$ cat src/rtl/mips_pkg.sv
// Shared MIPS decode constants and the register-file clear-sequencer state type.
package mips_pkg;

    localparam logic [5:0] R_FORM = 6'h00;
    localparam logic [5:0] J      = 6'h02;
    localparam logic [5:0] JAL    = 6'h03;
    localparam logic [5:0] BEQ    = 6'h04;
    localparam logic [5:0] ADDI   = 6'h08;
    localparam logic [5:0] ANDI   = 6'h0C;
    localparam logic [5:0] ORI    = 6'h0D;
    localparam logic [5:0] XORI   = 6'h0E;
    localparam logic [5:0] LW     = 6'h23;
    localparam logic [5:0] SW     = 6'h2B;

    localparam logic [5:0] JR     = 6'h08;

    typedef enum logic {CLEAR, READY} clr_state_t;

    // Logical immediates are zero-extended; everything else sign-extends.
    function automatic logic zero_ext_op(input logic [5:0] op);
        return (op == ANDI) || (op == ORI) || (op == XORI);
    endfunction

endpackage

$ cat src/rtl/id_regfile_array.sv
// NREG x DATA_W storage: one synchronous write port, three asynchronous read ports, entry 0 hard-wired to zero.
module id_regfile_array #(
    parameter int DATA_W = 32,
    parameter int AREG_W = 5
) (
    input  logic              CLK,
    input  logic              we,
    input  logic [AREG_W-1:0] wadr,
    input  logic [DATA_W-1:0] wdata,
    input  logic [AREG_W-1:0] radr1,
    input  logic [AREG_W-1:0] radr2,
    input  logic [AREG_W-1:0] radr3,
    output logic [DATA_W-1:0] rdata1,
    output logic [DATA_W-1:0] rdata2,
    output logic [DATA_W-1:0] rdata3
);
    localparam int NREG = 1 << AREG_W;

    logic [DATA_W-1:0] mem [NREG];

    always_ff @(posedge CLK) begin
        if (we && (wadr != '0))
            mem[wadr] <= wdata;
    end

    assign rdata1 = (radr1 == '0) ? '0 : mem[radr1];
    assign rdata2 = (radr2 == '0) ? '0 : mem[radr2];
    assign rdata3 = (radr3 == '0) ? '0 : mem[radr3];

endmodule

$ cat src/rtl/id_regfile.sv
// Instruction-decode register file: field decode, immediate extension, bypassed reads
// and a post-reset sequencer that zeroes every entry before the pipeline may use it.
module id_regfile
    import mips_pkg::*;
#(
    parameter int DATA_W     = 32,
    parameter int AREG_W     = 5,
    parameter int BYPASS     = 1,
    parameter int INIT_CLEAR = 1
) (
    input  logic              CLK,
    input  logic              RST_N,
    input  logic [31:0]       Ins,
    input  logic              WE,
    input  logic [AREG_W-1:0] WADR,
    input  logic [DATA_W-1:0] WDATA,
    input  logic [AREG_W-1:0] DBG_ADR,
    output logic [DATA_W-1:0] Rdata1,
    output logic [DATA_W-1:0] Rdata2,
    output logic [DATA_W-1:0] Ed32,
    output logic [DATA_W-1:0] DBG_DATA,
    output logic              BUSY,
    output logic              DROP
);
    localparam int NREG = 1 << AREG_W;

    logic [5:0]        op;
    logic [AREG_W-1:0] rs;
    logic [AREG_W-1:0] rt;
    logic [15:0]       imm;

    assign op  = Ins[31:26];
    assign rs  = Ins[21 +: AREG_W];
    assign rt  = Ins[16 +: AREG_W];
    assign imm = Ins[15:0];

    assign Ed32 = zero_ext_op(op) ? DATA_W'(imm) : DATA_W'($signed(imm));

    logic              clr_busy;
    logic [AREG_W-1:0] clr_adr;

    generate
        if (INIT_CLEAR != 0) begin : g_clear
            clr_state_t        state;
            logic [AREG_W-1:0] cnt;
            logic              busy_r;

            always_ff @(posedge CLK or negedge RST_N) begin
                if (!RST_N) begin
                    state  <= CLEAR;
                    cnt    <= AREG_W'(1);
                    busy_r <= 1'b1;
                end else begin
                    case (state)
                        CLEAR: begin
                            if (cnt == AREG_W'(NREG - 1)) begin
                                state  <= READY;
                                busy_r <= 1'b0;
                            end else begin
                                cnt <= cnt + AREG_W'(1);
                            end
                        end
                        default: begin
                            state  <= READY;
                            busy_r <= 1'b0;
                        end
                    endcase
                end
            end

            assign clr_busy = busy_r;
            assign clr_adr  = cnt;
        end else begin : g_noclear
            assign clr_busy = 1'b0;
            assign clr_adr  = '0;
        end
    endgenerate

    assign BUSY = clr_busy;

    logic user_wr;
    assign user_wr = WE && !clr_busy && (WADR != '0);

    always_ff @(posedge CLK or negedge RST_N) begin
        if (!RST_N)
            DROP <= 1'b0;
        else
            DROP <= WE && clr_busy && (WADR != '0);
    end

    // The clear sequencer owns the write port while busy; user writes are discarded.
    logic              arr_we;
    logic [AREG_W-1:0] arr_wadr;
    logic [DATA_W-1:0] arr_wdata;
    logic [DATA_W-1:0] arr_rd1;
    logic [DATA_W-1:0] arr_rd2;
    logic [DATA_W-1:0] arr_rd3;

    assign arr_we    = clr_busy || user_wr;
    assign arr_wadr  = clr_busy ? clr_adr : WADR;
    assign arr_wdata = clr_busy ? '0 : WDATA;

    id_regfile_array #(
        .DATA_W (DATA_W),
        .AREG_W (AREG_W)
    ) u_array (
        .CLK    (CLK),
        .we     (arr_we),
        .wadr   (arr_wadr),
        .wdata  (arr_wdata),
        .radr1  (rs),
        .radr2  (rt),
        .radr3  (DBG_ADR),
        .rdata1 (arr_rd1),
        .rdata2 (arr_rd2),
        .rdata3 (arr_rd3)
    );

    logic byp1;
    logic byp2;
    assign byp1 = (BYPASS != 0) && user_wr && (WADR == rs);
    assign byp2 = (BYPASS != 0) && user_wr && (WADR == rt);

    assign Rdata1   = clr_busy ? '0 : (byp1 ? WDATA : arr_rd1);
    assign Rdata2   = clr_busy ? '0 : (byp2 ? WDATA : arr_rd2);
    assign DBG_DATA = clr_busy ? '0 : arr_rd3;

endmodule

$ cat config.mk
export PLATFORM = sky130hd
export DESIGN_NAME = id_regfile
export DESIGN_NICKNAME = d
export VERILOG_FILES = /design/src/rtl/mips_pkg.sv /design/src/rtl/id_regfile_array.sv /design/src/rtl/id_regfile.sv
export SDC_FILE = /design/constraint.sdc
export NUM_CORES = 2
export LEC_CHECK = 0
export CAP_MARGIN = 20
export CORE_ASPECT_RATIO = 1.4
export CORE_UTILIZATION = 45
export CTS_CLUSTER_SIZE = 30
export DETAILED_ROUTE_END_ITERATION = 10
export GPL_ROUTABILITY_DRIVEN = 0
export MAX_ROUTING_LAYER = met4
export PLACE_DENSITY_LB_ADDON = 0.2
export REMOVE_ABC_BUFFERS = 1
export SLEW_MARGIN = 15
export SYNTH_ARGS = -nofsm -noshare
export SYNTH_HDL_FRONTEND = slang
export SYNTH_SLANG_ARGS = --single-unit
$ cat constraint.sdc
create_clock -name CLK -period 6.3 [get_ports CLK]
set_input_delay 1.89 -clock CLK [delete_from_list [all_inputs] [get_ports CLK]]
set_output_delay 1.89 -clock CLK [all_outputs]
set_load 0.005 [all_outputs]
### After elaboration in Yosys (flattened, before gate mapping)

Memory sizes are Yosys's and may differ from the RTL's.
Cells that the tools add are included.

* bits in registers: 8
* bits in writable memories: 1024
* input bits: 77
* output and inout bits: 130
* memories: 1

Memories
* u_array.mem: depth 32, bits a word 32, read ports 3, clocked after memory_dff 0, wr ports 1, RTL line id_regfile_array.sv:19 `logic [DATA_W-1:0] mem [NREG];`

* add/subtract/negate cells: 1
* equal/unequal tests: 6
* mux-type cells: 17
* bitwise gates (word level): 2
* reduce and logical (&&, ||, !) cells: 18

Operator list (number)
* 32-bit two-way mux: 10
* 6-bit by 4-bit equality test with 1-bit output, second input constant: 3
* 5-bit zero test: 3
* 5-bit equality test: 2
* 5-bit nonzero test: 2
* 1-bit logical AND: 7
* 1-bit two-way mux: 6
* 5-bit by 1-bit adder with 5-bit output, second input constant: 1
* 5-bit equality test, second input constant: 1
* 5-bit two-way mux: 1
* 1-bit logical OR: 3
* 1-bit NOT: 2
* 2-bit AND reduction: 1
* 2-bit nonzero test: 1
* 1-bit zero test: 1

### Depth between registers and ports, before layout

* word-level depth: 7
* gate-level depth with buffers: 9

### By module

Synthesis repeated with hierarchy kept, for this count alone.

* cells, all modules: 3551
* area total of the unflattened synthesis: 58371.0 um^2

By module, submodules not included
* id_regfile_array: instances 1, cells each 3228, area each 56138.8 um^2
* id_regfile: instances 1, cells each 323, area each 2232.1 um^2

### Least setup slack after synthesis

Ideal clock, no wire load.

* kind: input -> output
* from: input DBG_ADR[1]
* to: output DBG_DATA[10]
* data arrival time: 3496 ps
* data required time: 4410 ps
* setup slack: 914 ps
* stages: 7
* cell sequence: buf_2 buf_2 clkbuf_1 mux4_2 mux4_2 clkinv_1 o22ai_1

* cells in the longest elaborated chain, start to end: 3
* elaborated cells between the ends (all ways): 4

Ends and longest elaborated chain
* start, declared: RTL line id_regfile.sv:17 `input logic [AREG_W-1:0] DBG_ADR,`
* memory 32 x 32 bit or 5-bit zero test (tied branches)
* 32-bit two-way mux (*): RTL line id_regfile_array.sv:28 `assign rdata3 = (radr3 == '0) ? '0 : mem[radr3];`
* 32-bit two-way mux (*): RTL line id_regfile.sv:126 `assign DBG_DATA = clr_busy ? '0 : arr_rd3;`
* end, declared: RTL line id_regfile.sv:21 `output logic [DATA_W-1:0] DBG_DATA,`

Every way passes the cells marked *; elsewhere a longest branch is shown, timed or not.

### Final worst setup path

* from: input WADR[3]
* to: output Rdata2[27]

* cells in the longest elaborated chain, start to end: 5
* elaborated cells between the ends (all ways): 6

Ends and longest elaborated chain
* start, declared: RTL line id_regfile.sv:15 `input logic [AREG_W-1:0] WADR,`
* 5-bit nonzero test: RTL line id_regfile.sv:82 `assign user_wr = WE && !clr_busy && (WADR != '0);`
* 1-bit logical AND: RTL line id_regfile.sv:82
* 1-bit logical AND (*): RTL line id_regfile.sv:122 `assign byp2 = (BYPASS != 0) && user_wr && (WADR == rt);`
* 32-bit two-way mux (*) (2 in series): RTL line id_regfile.sv:125 `assign Rdata2 = clr_busy ? '0 : (byp2 ? WDATA : arr_rd2);`
* end, declared: RTL line id_regfile.sv:19 `output logic [DATA_W-1:0] Rdata2,`

Marked as above.

==> metrics.md <==
| Metric | Value |
|---|---|
| Run status | `finished with violations` |
| Violated checks | `setup timing` |
| Seq/Total Area, Yosys | `0.544` |
| Initial Utilization | `0.453` |
| 1st-iter DRT viols | `approximately 4300` |
| Overall Power | `about 16 mW` |
| Cell repeated most along the worst path | `clkdlybuf4s50_1` |
| Register bit total from synthesis | `slightly above 1000` |
| Peak VDD IR | `between 0.2 and 0.25 mV` |
| GR met2 Demand/Resource | `0.508` |
| Mapped Cells | `slightly above 3000` |
| # nets final | `between 3000 and 4000` |
| First-pass DRT Iterations | `6` |
| CP max-delay cell | `or4_4` |
| Wire length per cell | `between 30 and 40 um` |
| Reg2reg path depth | `6` |
| Antenna cells | `0` |
| Rel. slew slack | `0.358` |
| Post-synth EDFFs | `1024` |
| Post-Synth XOR/XNOR Area | `0.00200` |
| GRT busiest layer | `met2` |
| Post-Synth Simple-Gate Area | `0.0189` |
| Core area | `between 100000 and 150000 um^2` |
| Max FO, Critical Path | `22` |
| Tcrit/Tclk final | `1.01` |
| Fmax | `approximately 160 MHz` |
| Io pins | `207` |
| Post-synthesis cell area | `56900 um^2` |
| WS Path Type | `input port to output pin` |
| GRT Total Usage | `0.316` |
| Initial antenna violation count | `2` |
| Clk_lat worst skew | `about 0.75 ns` |
| Port Buffers | `176` |
| Final Hold Fails | `0` |
| Rows | `around 150` |
| CTS Hold Bufs | `0` |
| Int Pwr | `between 10 and 15 mW` |
| Root Buffer | `clkbuf_16` |
| Longest Clk Path Bufs | `3` |
| Multi-input logic area | `about 24000 um^2` |
| Final WL | `~190000 um` |
| WP data required | `between 4 and 5 ns` |
| Mux contribution to synthesized area | `0.354` |
| Hold depth | `1` |
| Hpwl dp | `125000 um` |
| CP arrival | `around 4.4 ns` |
| DRC Markers | `0` |
| CP Cell Sequence | `clkdlybuf4s50_1, buf_4, xnor2_1, nand2_1, or4_4, buf_12, o221ai_1, clkdlybuf4s50_1` |
| Number of H-tree levels | `3` |
| Layout cells sized above 1 | `0.420` |
| Synthesis-to-finish area growth | `17.5%` |
| Pleak | `21.9 nW` |
| Combinational cell fraction of total power | `0.132` |
| Unrepaired setup endpoints after global routing | `yes` |
| Register area | `approximately 31000 um^2` |
| Area share of fa/ha/maj cells after synthesis | `0.000440` |
| Pwr per Cell Area | `246 nW/um^2` |
| Number of global-route vias before repair | `between 30000 and 40000` |
| Syn avg cell area | `around 19 um^2` |
| Worst-margin pin slew | `slightly below 1 ns` |
| Synth warnings | `0` |
| First-pass GRT wire length | `between 200000 and 300000 um` |
| Worst path max stage delay | `0.55 ns` |
| Largest net degree at the start of global routing | `48` |
| Clock power frac | `0.405` |
| Met1 Use GR | `0.380` |
| Via count | `between 30000 and 40000` |
| HP Class | `flip-flop to flip-flop` |
| Crit. End Element | `output pin` |
| Met3 usage | `0.0534` |
| GR Overflow Total | `0` |
| Worst setup margin | `-0.0339 ns` |
| CTS Buf Count | `103` |
| Ys async rst share | `0.00775` |
| # setup viols final | `7` |
| Slew Limit Fails | `0` |
| Clk sinks | `roughly 1000` |
| Main synth FF type | `edfxtp_1` |
| CTS tree | `yes` |
| Die width | `~300 um` |
| Sequential share of power | `0.463` |
| Critical path launch point type | `input port` |
| P_sw | `around 4 mW` |
| Number of max-cap violations | `0` |
| Net Sw Frac | `0.243` |
| Antenna viol nets, final | `0` |
| Vias per std cell | `~7.1` |
| Final setup TNS | `-0.104 ns` |
| Filler Cell Count | `between 9000 and 10000` |
| Worst Skew | `0.0264 ns` |
| Synth Area in Compound Gates | `0.0464` |
| Die H | `around 420 um` |
| CTS clock-pin slew for the worst setup and hold paths | `around 0.06 ns` |
| Main combinational cell family by area after synthesis | `multiplexers` |
| Post-synth cell types | `a little over 40` |
| Final min period | `6.33 ns` |
| Die area | `approximately 130000 um^2` |
==> registers in the layout (all words and copies together) (netlist names) <==
register       flops
BUSY               1
DROP               1
clr_adr            5
g_clear.state      1
u_array.mem     1024
==> per-stage QoR <==
| stage | instances | hold WS (ns) | area [um^2] | worst slack, ns | utilization |
|---|---|---|---|---|---|
| 4_1_cts | 5055 | 0.544 | 66700 | -0.0569 | 0.531 |
| 3_3_place_gp | 4858 | 0.513 | 62900 | -0.327 | 0.501 |
| 2_1_floorplan | 2749 | 0.474 | 55300 | 0.299 | - |
| 3_5_place_dp | 4858 | 0.531 | 62900 | -0.383 | 0.501 |
| 5_1_grt | 5057 | 0.569 | 66800 | -0.0592 | 0.532 |
| 6_report | 5057 | 0.549 | 66800 | -0.0339 | 0.532 |
==> cell usage after synthesis, drive strengths merged (3+ instances only) <==
cell type     n  share of area
o221ai       64         0.0099
o22ai        36         0.0040
mux2i        98          0.017
nand3         3        0.00026
dfrtp         6         0.0026
a21oi        32         0.0028
edfxtp     1024           0.54
inv          37         0.0024
o211ai       64         0.0084
nand2       119         0.0079
mux4        800           0.32
xnor2        12         0.0018
mux2         99          0.020
clkinv       31         0.0020
nor2b         5        0.00055
a22o        128          0.020
clkbuf      132         0.0087
nor2        133         0.0088
buf         186          0.021
==> layout make-up <==
cell class / count / area share
Clock buffer: 112 / 0.0394
Clock inverter: 80 / 0.0147
Inverter: 68 / 0.00382
Multi-Input combinational cell: 1649 / 0.366
Sequential cell: 1032 / 0.463
Tap cell: 1638 / 0.0307
Timing Repair Buffer: 478 / 0.0823
==> logic make-up after synthesis <==
group,after synthesis
AOI/OAI and AO/OA,332
xor gates and xnor gates,13
adders and majority gates,2
buffers and inverters,386
DFF,1032
muxes,997
other,1
and+or+nand+nor,273
==> cells in the final DEF, fill, tap and decap left out, drive strengths merged, types with 2 or more instances in the layout <==
| cell type | n |
|---|---|
| nand3 | 3 |
| xnor2 | 12 |
| dlygate4sd2 | 14 |
| o311a | 2 |
| conb | 32 |
| or4 | 2 |
| mux4 | 800 |
| nor2b | 5 |
| inv | 47 |
| edfxtp | 1024 |
| mux2i | 98 |
| a21oi | 32 |
| o211ai | 64 |
| o41ai | 2 |
| bufinv | 19 |
| nor3 | 2 |
| o221ai | 64 |
| dfstp | 2 |
| o21ai | 2 |
| nor2 | 133 |
| clkinv | 70 |
| buf | 310 |
| o22ai | 36 |
| mux2 | 99 |
| bufbuf | 2 |
| clkdlybuf4s50 | 122 |
| ha | 2 |
| nor4 | 2 |
| clkinvlp | 12 |
| a22o | 128 |
| or2 | 2 |
| dlymetal6s2s | 27 |
| nand2 | 119 |
| clkbuf | 114 |
| dfrtp | 6 |
| and2 | 2 |
==> layer usage <==
| metal | up-vias | part of all wire |
|---|---|---|
| li1 | 13800 | - |
| met1 | 19200 | 0.35 |
| met2 | 2364 | 0.50 |
| met3 | 568 | 0.088 |
| met4 | 0 | 0.062 |
| met5 | - | 0 |
==> final timing paths <==
path	from	to	slack, ns
min in group asynchronous	RST_N	clr_adr[1]	1.44
max in group asynchronous	RST_N	clr_adr[0]	4.55
setup reg to reg	BUSY	u_array.mem[12][21]	2.39
hold / removal	clr_adr[2]	clr_adr[2]	0.55
hold reg to reg	clr_adr[2]	clr_adr[2]	0.55
setup / recovery	WADR[3]	Rdata2[27]	-0.03
==> power groups by stage <==
stage / combinational, mW / sequential [mW] / clock, mW
finish: 2.17 / 7.62 / 6.67
global route: 2.27 / 7.62 / 6.95
CTS: 2.17 / 7.62 / 6.72
detailed placement: 2.15 / 7.76 / 0
global placement: 2.13 / 7.76 / 0
floorplan: 0.961 / 7.75 / 0
==> timing repair <==
action	CTS	global route
gates cloned	2	1
setup endpoints to repair	64	48
setup buffers	3	1
resized for setup	29	39
pin swaps	4	4
endpoints found under the hold margin	0	0
==> critical path: cells and delay by family <==
| family | cells | cell delay [ns] |
|---|---|---|
| simple gates | 2 | 0.68 |
| compound gates | 1 | 0.25 |
| xor+xnor | 1 | 0.17 |
| buf+inv | 4 | 1.41 |
No activity file was read; power rests on OpenSTA's default activity.
